--- src/rtl/uart_boot_ctrl_if.sv ---
// Bundle of the receiver handshake and program-memory/CPU control signals
// between uart_boot_ctrl and its environment.
interface uart_boot_ctrl_if #(
    parameter int unsigned ADDR_W = 10
);
    logic [31:0]       rx_word;
    logic              rx_done;
    logic              rx_one_byte;
    logic              mem_we;
    logic [ADDR_W-1:0] mem_addr;
    logic [31:0]       mem_wdata;
    logic              cpu_hold;
    logic              busy;
    logic              load_done;
    logic              cmd_err;

    // Controller side.
    modport master (
        input  rx_word,
        input  rx_done,
        output rx_one_byte,
        output mem_we,
        output mem_addr,
        output mem_wdata,
        output cpu_hold,
        output busy,
        output load_done,
        output cmd_err
    );

    // Receiver / memory / CPU side.
    modport slave (
        output rx_word,
        output rx_done,
        input  rx_one_byte,
        input  mem_we,
        input  mem_addr,
        input  mem_wdata,
        input  cpu_hold,
        input  busy,
        input  load_done,
        input  cmd_err
    );
endinterface

--- src/rtl/uart_boot_ctrl.sv ---
// Boot command sequencer: decodes WRITE/RUN/HALT from the UART word assembler,
// writes program memory word by word and controls the CPU hold line.
module uart_boot_ctrl #(
    parameter int unsigned ADDR_W = 10,
    parameter int unsigned LEN_W  = 16
) (
    input logic              clk,
    input logic              reset,
    uart_boot_ctrl_if.master bus
);

    localparam logic [7:0] OpWrite = 8'h01;
    localparam logic [7:0] OpRun   = 8'h02;
    localparam logic [7:0] OpHalt  = 8'h03;

    typedef enum logic [2:0] {
        StOpcode,
        StGetAddr,
        StGetLen,
        StGetData,
        StWrite
    } state_e;

    state_e            state_q;
    logic [ADDR_W-1:0] addr_q;
    logic [LEN_W-1:0]  cnt_q;

    always_ff @(posedge clk) begin
        if (reset) begin
            state_q         <= StOpcode;
            addr_q          <= '0;
            cnt_q           <= '0;
            bus.rx_one_byte <= 1'b1;
            bus.mem_we      <= 1'b0;
            bus.mem_addr    <= '0;
            bus.mem_wdata   <= '0;
            bus.cpu_hold    <= 1'b1;
            bus.busy        <= 1'b0;
            bus.load_done   <= 1'b0;
            bus.cmd_err     <= 1'b0;
        end else begin
            bus.mem_we    <= 1'b0;
            bus.load_done <= 1'b0;
            bus.cmd_err   <= 1'b0;

            unique case (state_q)
                StOpcode: begin
                    if (bus.rx_done) begin
                        case (bus.rx_word[7:0])
                            OpWrite: begin
                                state_q         <= StGetAddr;
                                bus.rx_one_byte <= 1'b0;
                                bus.busy        <= 1'b1;
                            end
                            OpRun:   bus.cpu_hold <= 1'b0;
                            OpHalt:  bus.cpu_hold <= 1'b1;
                            default: bus.cmd_err  <= 1'b1;
                        endcase
                    end
                end

                StGetAddr: begin
                    if (bus.rx_done) begin
                        addr_q  <= bus.rx_word[ADDR_W-1:0];
                        state_q <= StGetLen;
                    end
                end

                StGetLen: begin
                    if (bus.rx_done) begin
                        cnt_q <= bus.rx_word[LEN_W-1:0];
                        if (bus.rx_word[LEN_W-1:0] == '0) begin
                            // Empty block: finish without touching memory.
                            state_q         <= StOpcode;
                            bus.rx_one_byte <= 1'b1;
                            bus.busy        <= 1'b0;
                            bus.load_done   <= 1'b1;
                        end else begin
                            state_q <= StGetData;
                        end
                    end
                end

                StGetData: begin
                    if (bus.rx_done) begin
                        bus.mem_wdata <= bus.rx_word;
                        bus.mem_addr  <= addr_q;
                        bus.mem_we    <= 1'b1;
                        state_q       <= StWrite;
                    end
                end

                StWrite: begin
                    // rx_done cannot legally arrive here and is dropped if it does.
                    addr_q <= addr_q + 1'b1;
                    cnt_q  <= cnt_q - 1'b1;
                    if (cnt_q == LEN_W'(1)) begin
                        state_q         <= StOpcode;
                        bus.rx_one_byte <= 1'b1;
                        bus.busy        <= 1'b0;
                        bus.load_done   <= 1'b1;
                    end else begin
                        state_q <= StGetData;
                    end
                end

                default: begin
                    state_q         <= StOpcode;
                    bus.rx_one_byte <= 1'b1;
                    bus.busy        <= 1'b0;
                end
            endcase
        end
    end

endmodule

--- src/flat_wrapper.sv ---
// flat-port wrapper written by rule: the top's interface ports become plain ports
module uart_boot_ctrl_flat 
#(
    parameter int unsigned ADDR_W = 10,
    parameter int unsigned LEN_W  = 16
)
  (clk, reset, bus_rx_word, bus_rx_done, bus_rx_one_byte, bus_mem_we, bus_mem_addr, bus_mem_wdata, bus_cpu_hold, bus_busy, bus_load_done, bus_cmd_err);
  uart_boot_ctrl_if #(.ADDR_W(ADDR_W)) bus_i ();
  input logic clk;
  input logic reset;
  input wire logic [$bits(bus_i.rx_word)-1:0] bus_rx_word;
  input wire logic [$bits(bus_i.rx_done)-1:0] bus_rx_done;
  output wire logic [$bits(bus_i.rx_one_byte)-1:0] bus_rx_one_byte;
  output wire logic [$bits(bus_i.mem_we)-1:0] bus_mem_we;
  output wire logic [$bits(bus_i.mem_addr)-1:0] bus_mem_addr;
  output wire logic [$bits(bus_i.mem_wdata)-1:0] bus_mem_wdata;
  output wire logic [$bits(bus_i.cpu_hold)-1:0] bus_cpu_hold;
  output wire logic [$bits(bus_i.busy)-1:0] bus_busy;
  output wire logic [$bits(bus_i.load_done)-1:0] bus_load_done;
  output wire logic [$bits(bus_i.cmd_err)-1:0] bus_cmd_err;
  assign bus_i.rx_word = bus_rx_word;
  assign bus_i.rx_done = bus_rx_done;
  assign bus_rx_one_byte = bus_i.rx_one_byte;
  assign bus_mem_we = bus_i.mem_we;
  assign bus_mem_addr = bus_i.mem_addr;
  assign bus_mem_wdata = bus_i.mem_wdata;
  assign bus_cpu_hold = bus_i.cpu_hold;
  assign bus_busy = bus_i.busy;
  assign bus_load_done = bus_i.load_done;
  assign bus_cmd_err = bus_i.cmd_err;
  uart_boot_ctrl #(.ADDR_W(ADDR_W), .LEN_W(LEN_W)) u_core (.clk(clk), .reset(reset), .bus(bus_i));
endmodule
--- config.mk ---
export PLATFORM = sky130hd
export DESIGN_NAME = uart_boot_ctrl_flat
export DESIGN_NICKNAME = d
export VERILOG_FILES = /design/src/rtl/uart_boot_ctrl_if.sv /design/src/rtl/uart_boot_ctrl.sv /design/src/flat_wrapper.sv
export SDC_FILE = /design/constraint.sdc
export NUM_CORES = 1
export LEC_CHECK = 0
export ABC_AREA = 1
export CORE_ASPECT_RATIO = 1.4
export CORE_MARGIN = 3
export CORE_UTILIZATION = 45
export CTS_CLUSTER_DIAMETER = 100
export CTS_CLUSTER_SIZE = 24
export DETAILED_ROUTE_END_ITERATION = 8
export PLACE_DENSITY = 0.75
export SLEW_MARGIN = 5
export SYNTH_ARGS = -nofsm -noshare
export SYNTH_HDL_FRONTEND = slang
export SYNTH_SLANG_ARGS = --single-unit
--- constraint.sdc ---
create_clock -name clk -period 1.3 [get_ports clk]
set_clock_uncertainty 0.15 [all_clocks]
set_input_delay 0.195 -clock clk [delete_from_list [all_inputs] [get_ports clk]]
set_output_delay 0.195 -clock clk [all_outputs]
set_load 0.05 [all_outputs]
==> run summary <==
The run finished, with violations left. The checks that failed: negative setup slack. The number of remaining DRC errors came out at 0. The critical path in this run is classified as register to register. Setup violations remaining at the end of the flow were counted as 79. The number of clock sinks seen by CTS is 77.

The number of antenna violations at the first check in global routing came to 0. At the pin with the least slew margin, the transition time is 0.352 ns. The final-report max-slew violation count was 0. The share of post-route cells with drive strength above 1 came out at 55.7%. The total of buffers placed on input and output ports came out at 82. The delay of the slowest critical-path stage is 0.36 ns. The remaining number of nets flagged by the antenna check after routing is 0. The final weighted congestion in routability-driven placement came out at 0.951. The H-tree generated during clock tree synthesis spans 3 levels. Power spread over the standard cell area amounts to 641 nW/um^2.

In this run the worst path has a maximum fanout of 5. STA classifies the critical path endpoint as a register. The mean instance size in the synthesized netlist came out at 6.92 sq um. The number of synthesis warnings came out at 0. The register-to-register setup slack is -0.37 ns. STA puts the critical path data required time at 1.41 ns. The vias after detailed routing is 5293. The arrival time at the worst endpoint is 1.78 ns. After layout, the worst path uses 128% of the clock period. The number of I/O pins came out at 83.

Wires add up to 20000 um. The clock tree buffer depth came out at 2. The highest attainable clock frequency came out at 599 MHz.

In this run, synthesis produced a sequential element count of 77. The antenna diode instance count came out at 0. Measured against its own limit, the worst slew margin works out to 76.5%. Synthesis produced a netlist whose cell count is 546. Summed over all layers, the global routing overflow is 0. The first-pass iteration count of the detailed router is 6. STA classifies the critical path startpoint as a register.

The die area is 9540 sq um. The total met3 wirelength after detailed routing came out at 1990 um. The share of the Yosys chip area taken by registers is 40.8%. Wire segments on met2 add up to 9870 um in the final route. The worst-case IR drop observed on VDD is 0.903 mV.

The later-pin clock latency in the skew report came out at 0.38 ns. The most repeated library cell on the critical path is sky130_fd_sc_hd__nand2_1. The total half-perimeter wirelength after legalization and detailed placement came out at 9560 um. The area added between synthesis and finish is 93.0%. The share of synthesized flip-flops with an asynchronous set or reset came out at 0%. The clock tree root buffer cell is sky130_fd_sc_hd__clkbuf_8. The core region area came out at 7940 sq um.

The die height is 114 um. The static leakage power is 2.92 nW. Signal routing reaches up to met4. In the synthesized netlist the dominant register cell turns out to be sky130_fd_sc_hd__dfxtp_1.

The path class of the tightest hold or removal check is input port to register. On the critical path the largest part of the delay comes from simple AND/OR/NAND/NOR gates. The clock slew seen by the registers of the worst setup and hold paths is 0.09 ns. The count of flip-flops with a built-in enable after synthesis came out at 0. Yosys mapped the design onto 35 distinct sky130hd cell types. The largest net degree at the start of global routing came out at 30. The detailed router finished its first iteration with 740 violations. The placed instance area is 5820 sq um. The global routing usage summed across all routing layers came out at 28.0%. The signal on the critical path passes through nor2_1, nand2_2, nor2_4, buf_4, nand2_1, nand2_1, nand3_1, nand2_1, a21oi_1. The final hold violation count came out at 0. For this block, wires on met1 add up to 6560 um. Summing every instance area after synthesis gives 3780 sq um. The CTS buffer count is 9.

The time the worst path needs with I/O delays and setup is 1.67 ns. The layout net count is 766. The via count of the first global-routing pass came out at 4520. The vias per cell is 6.35.

The clock tree from TritonCTS is done. On the critical path, the stage with the largest delay is an instance of sky130_fd_sc_hd__dfxtp_2. The worst path buffer plus inverter count is 1.

The global-route wire length before repair came out at 21400 um. The initial utilization of the core area, before any placement, comes to 47.6%. The number of rows in the core area is 38. The final instance area is 7290 sq um. The worst hold margin came out at 0.0531 ns. The net count after synthesis came out at 584. The number of maximum-capacitance constraint violations came out at 0. Measured along the x axis, the die boundary spans 83.4 um.

After detailed routing, the average wire length per cell comes to 24.0 um. The minimum setup slack in the final design is -0.370 ns. Setup repair after global routing could not meet its margin everywhere.
[through the flow]
stage	setup slack, ns	power, W	std cells	util (%)	setup TNS (ns)
6_report	-0.370	0.00467	833	91.8	-17.22
5_1_grt	-0.387	0.00478	833	91.8	-19.22
4_1_cts	-0.157	0.00457	810	77.9	-6.49
3_5_place_dp	-0.666	0.00275	787	73.4	-9.59
3_3_place_gp	-0.549	0.00275	787	73.4	-7.82
2_1_floorplan	-0.0196	0.00251	546	-	-0.0557
[final cells by class]
| type | count | area (sq um) |
|---|---|---|
| Clock inverter | 6 | 62.6 |
| Fill cell | 264 | 653 |
| Multi-Input combinational cell | 399 | 2720 |
| Tap cell | 100 | 125 |
| Timing Repair Buffer | 196 | 2430 |
| Inverter | 44 | 198 |
| Clock buffer | 10 | 128 |
| Timing Repair inverter | 1 | 6.26 |
| Sequential cell | 77 | 1620 |
[cells in the mapped netlist, types with 2 or more instances]
cell	number	area share, %
sky130_fd_sc_hd__nand2_1	130	13
sky130_fd_sc_hd__dfxtp_1	77	41
sky130_fd_sc_hd__nand3_1	72	9.5
sky130_fd_sc_hd__a21oi_1	67	8.9
sky130_fd_sc_hd__nor2_1	61	6.1
sky130_fd_sc_hd__inv_1	37	3.7
sky130_fd_sc_hd__o21ai_0	16	2.1
sky130_fd_sc_hd__buf_4	11	2.2
sky130_fd_sc_hd__clkbuf_1	8	0.80
sky130_fd_sc_hd__buf_2	6	0.80
sky130_fd_sc_hd__nand4_1	6	0.99
sky130_fd_sc_hd__a31oi_1	5	0.83
sky130_fd_sc_hd__nand2_4	5	1.5
sky130_fd_sc_hd__inv_2	4	0.40
sky130_fd_sc_hd__nand3b_1	4	0.80
sky130_fd_sc_hd__nor3_1	4	0.53
sky130_fd_sc_hd__o211ai_1	4	0.80
sky130_fd_sc_hd__ha_1	3	0.99
sky130_fd_sc_hd__nor2_2	3	0.50
sky130_fd_sc_hd__inv_4	2	0.33
sky130_fd_sc_hd__nand2_2	2	0.33
sky130_fd_sc_hd__nor2_4	2	0.60
sky130_fd_sc_hd__o21ai_1	2	0.27
sky130_fd_sc_hd__o21bai_1	2	0.40
sky130_fd_sc_hd__o221ai_1	2	0.46
sky130_fd_sc_hd__xor2_1	2	0.46
[path summary, 6_finish.rpt]
check | depth (start not counted) | from | end
setup / recovery | 9 | u_core.cnt_q[2] | u_core.cnt_q[15]
hold / removal | 3 | bus_rx_word[0] | u_core.bus.mem_wdata[0]
hold reg to reg | 2 | u_core.bus.mem_addr[5] | u_core.bus.mem_addr[5]
setup reg to reg | 9 | u_core.cnt_q[2] | u_core.cnt_q[15]
[layer usage]
metal / track usage [%] / vias to the layer above
met5: 0 / -
met4: 13.3 / 0
met1: 30.9 / 2525
met2: 49.6 / 427
li1: - / 2172
met3: 7.85 / 169
[logic make-up after synthesis]
kind of cell / count (synthesis) / synth area share (%)
flip-flops: 77 / 40.8
buffers and inverters: 70 / 8.58
XOR/XNOR: 2 / 0.464
AND/OR/NAND/NOR: 293 / 34.7
AO/OA/AOI/OAI: 101 / 14.4
adder cells (fa/ha/maj): 3 / 0.994
[sequential cells by signal, indices dropped and copies added, names as in the netlist]
signal                  count
u_core.bus.mem_addr        10
u_core.addr_q              10
u_core.bus.rx_one_byte      1
u_core.bus.load_done        1
u_core.bus.mem_wdata       32
u_core.bus.cpu_hold         1
u_core.bus.busy             1
u_core.state_q              3
u_core.bus.mem_we           1
u_core.bus.cmd_err          1
u_core.cnt_q               16
[worst min-delay path, delay by kind of cell]
kind                   cells  cell delay [ns]
AO/OA/AOI/OAI              1             0.05
buffers and inverters      1             0.17
AND/OR/NAND/NOR            1             0.13
[power by group]
group	internal, W	switching [W]
combinational	0.000185	0.000226
clock	0.000886	0.00103
sequential	0.00234	0.00000289
[placed cells by master, fill, tap and decap left out, drive strengths merged, types with 2 or more instances in the layout]
cell type,count
buf,158
nand2,137
dfxtp,77
nand3,72
a21oi,67
nor2,66
inv,44
clkdlybuf4s50,28
o21ai,18
clkbuf,16
nand4,6
a31oi,5
nor3,5
clkinv,5
nand3b,4
o211ai,4
dlymetal6s2s,4
ha,3
o21bai,2
xor2,2
or2,2
o221ai,2
[what timing repair did]
action / 4_1_cts / 5_1_grt
gates cloned: 0 / 8
hold buffers: 0 / 0
setup endpoints to repair: 74 / 83
pin swaps: 15 / 52
resized for setup: 37 / 257
setup buffers: 7 / 15
Power figures use the tool's default switching activity.
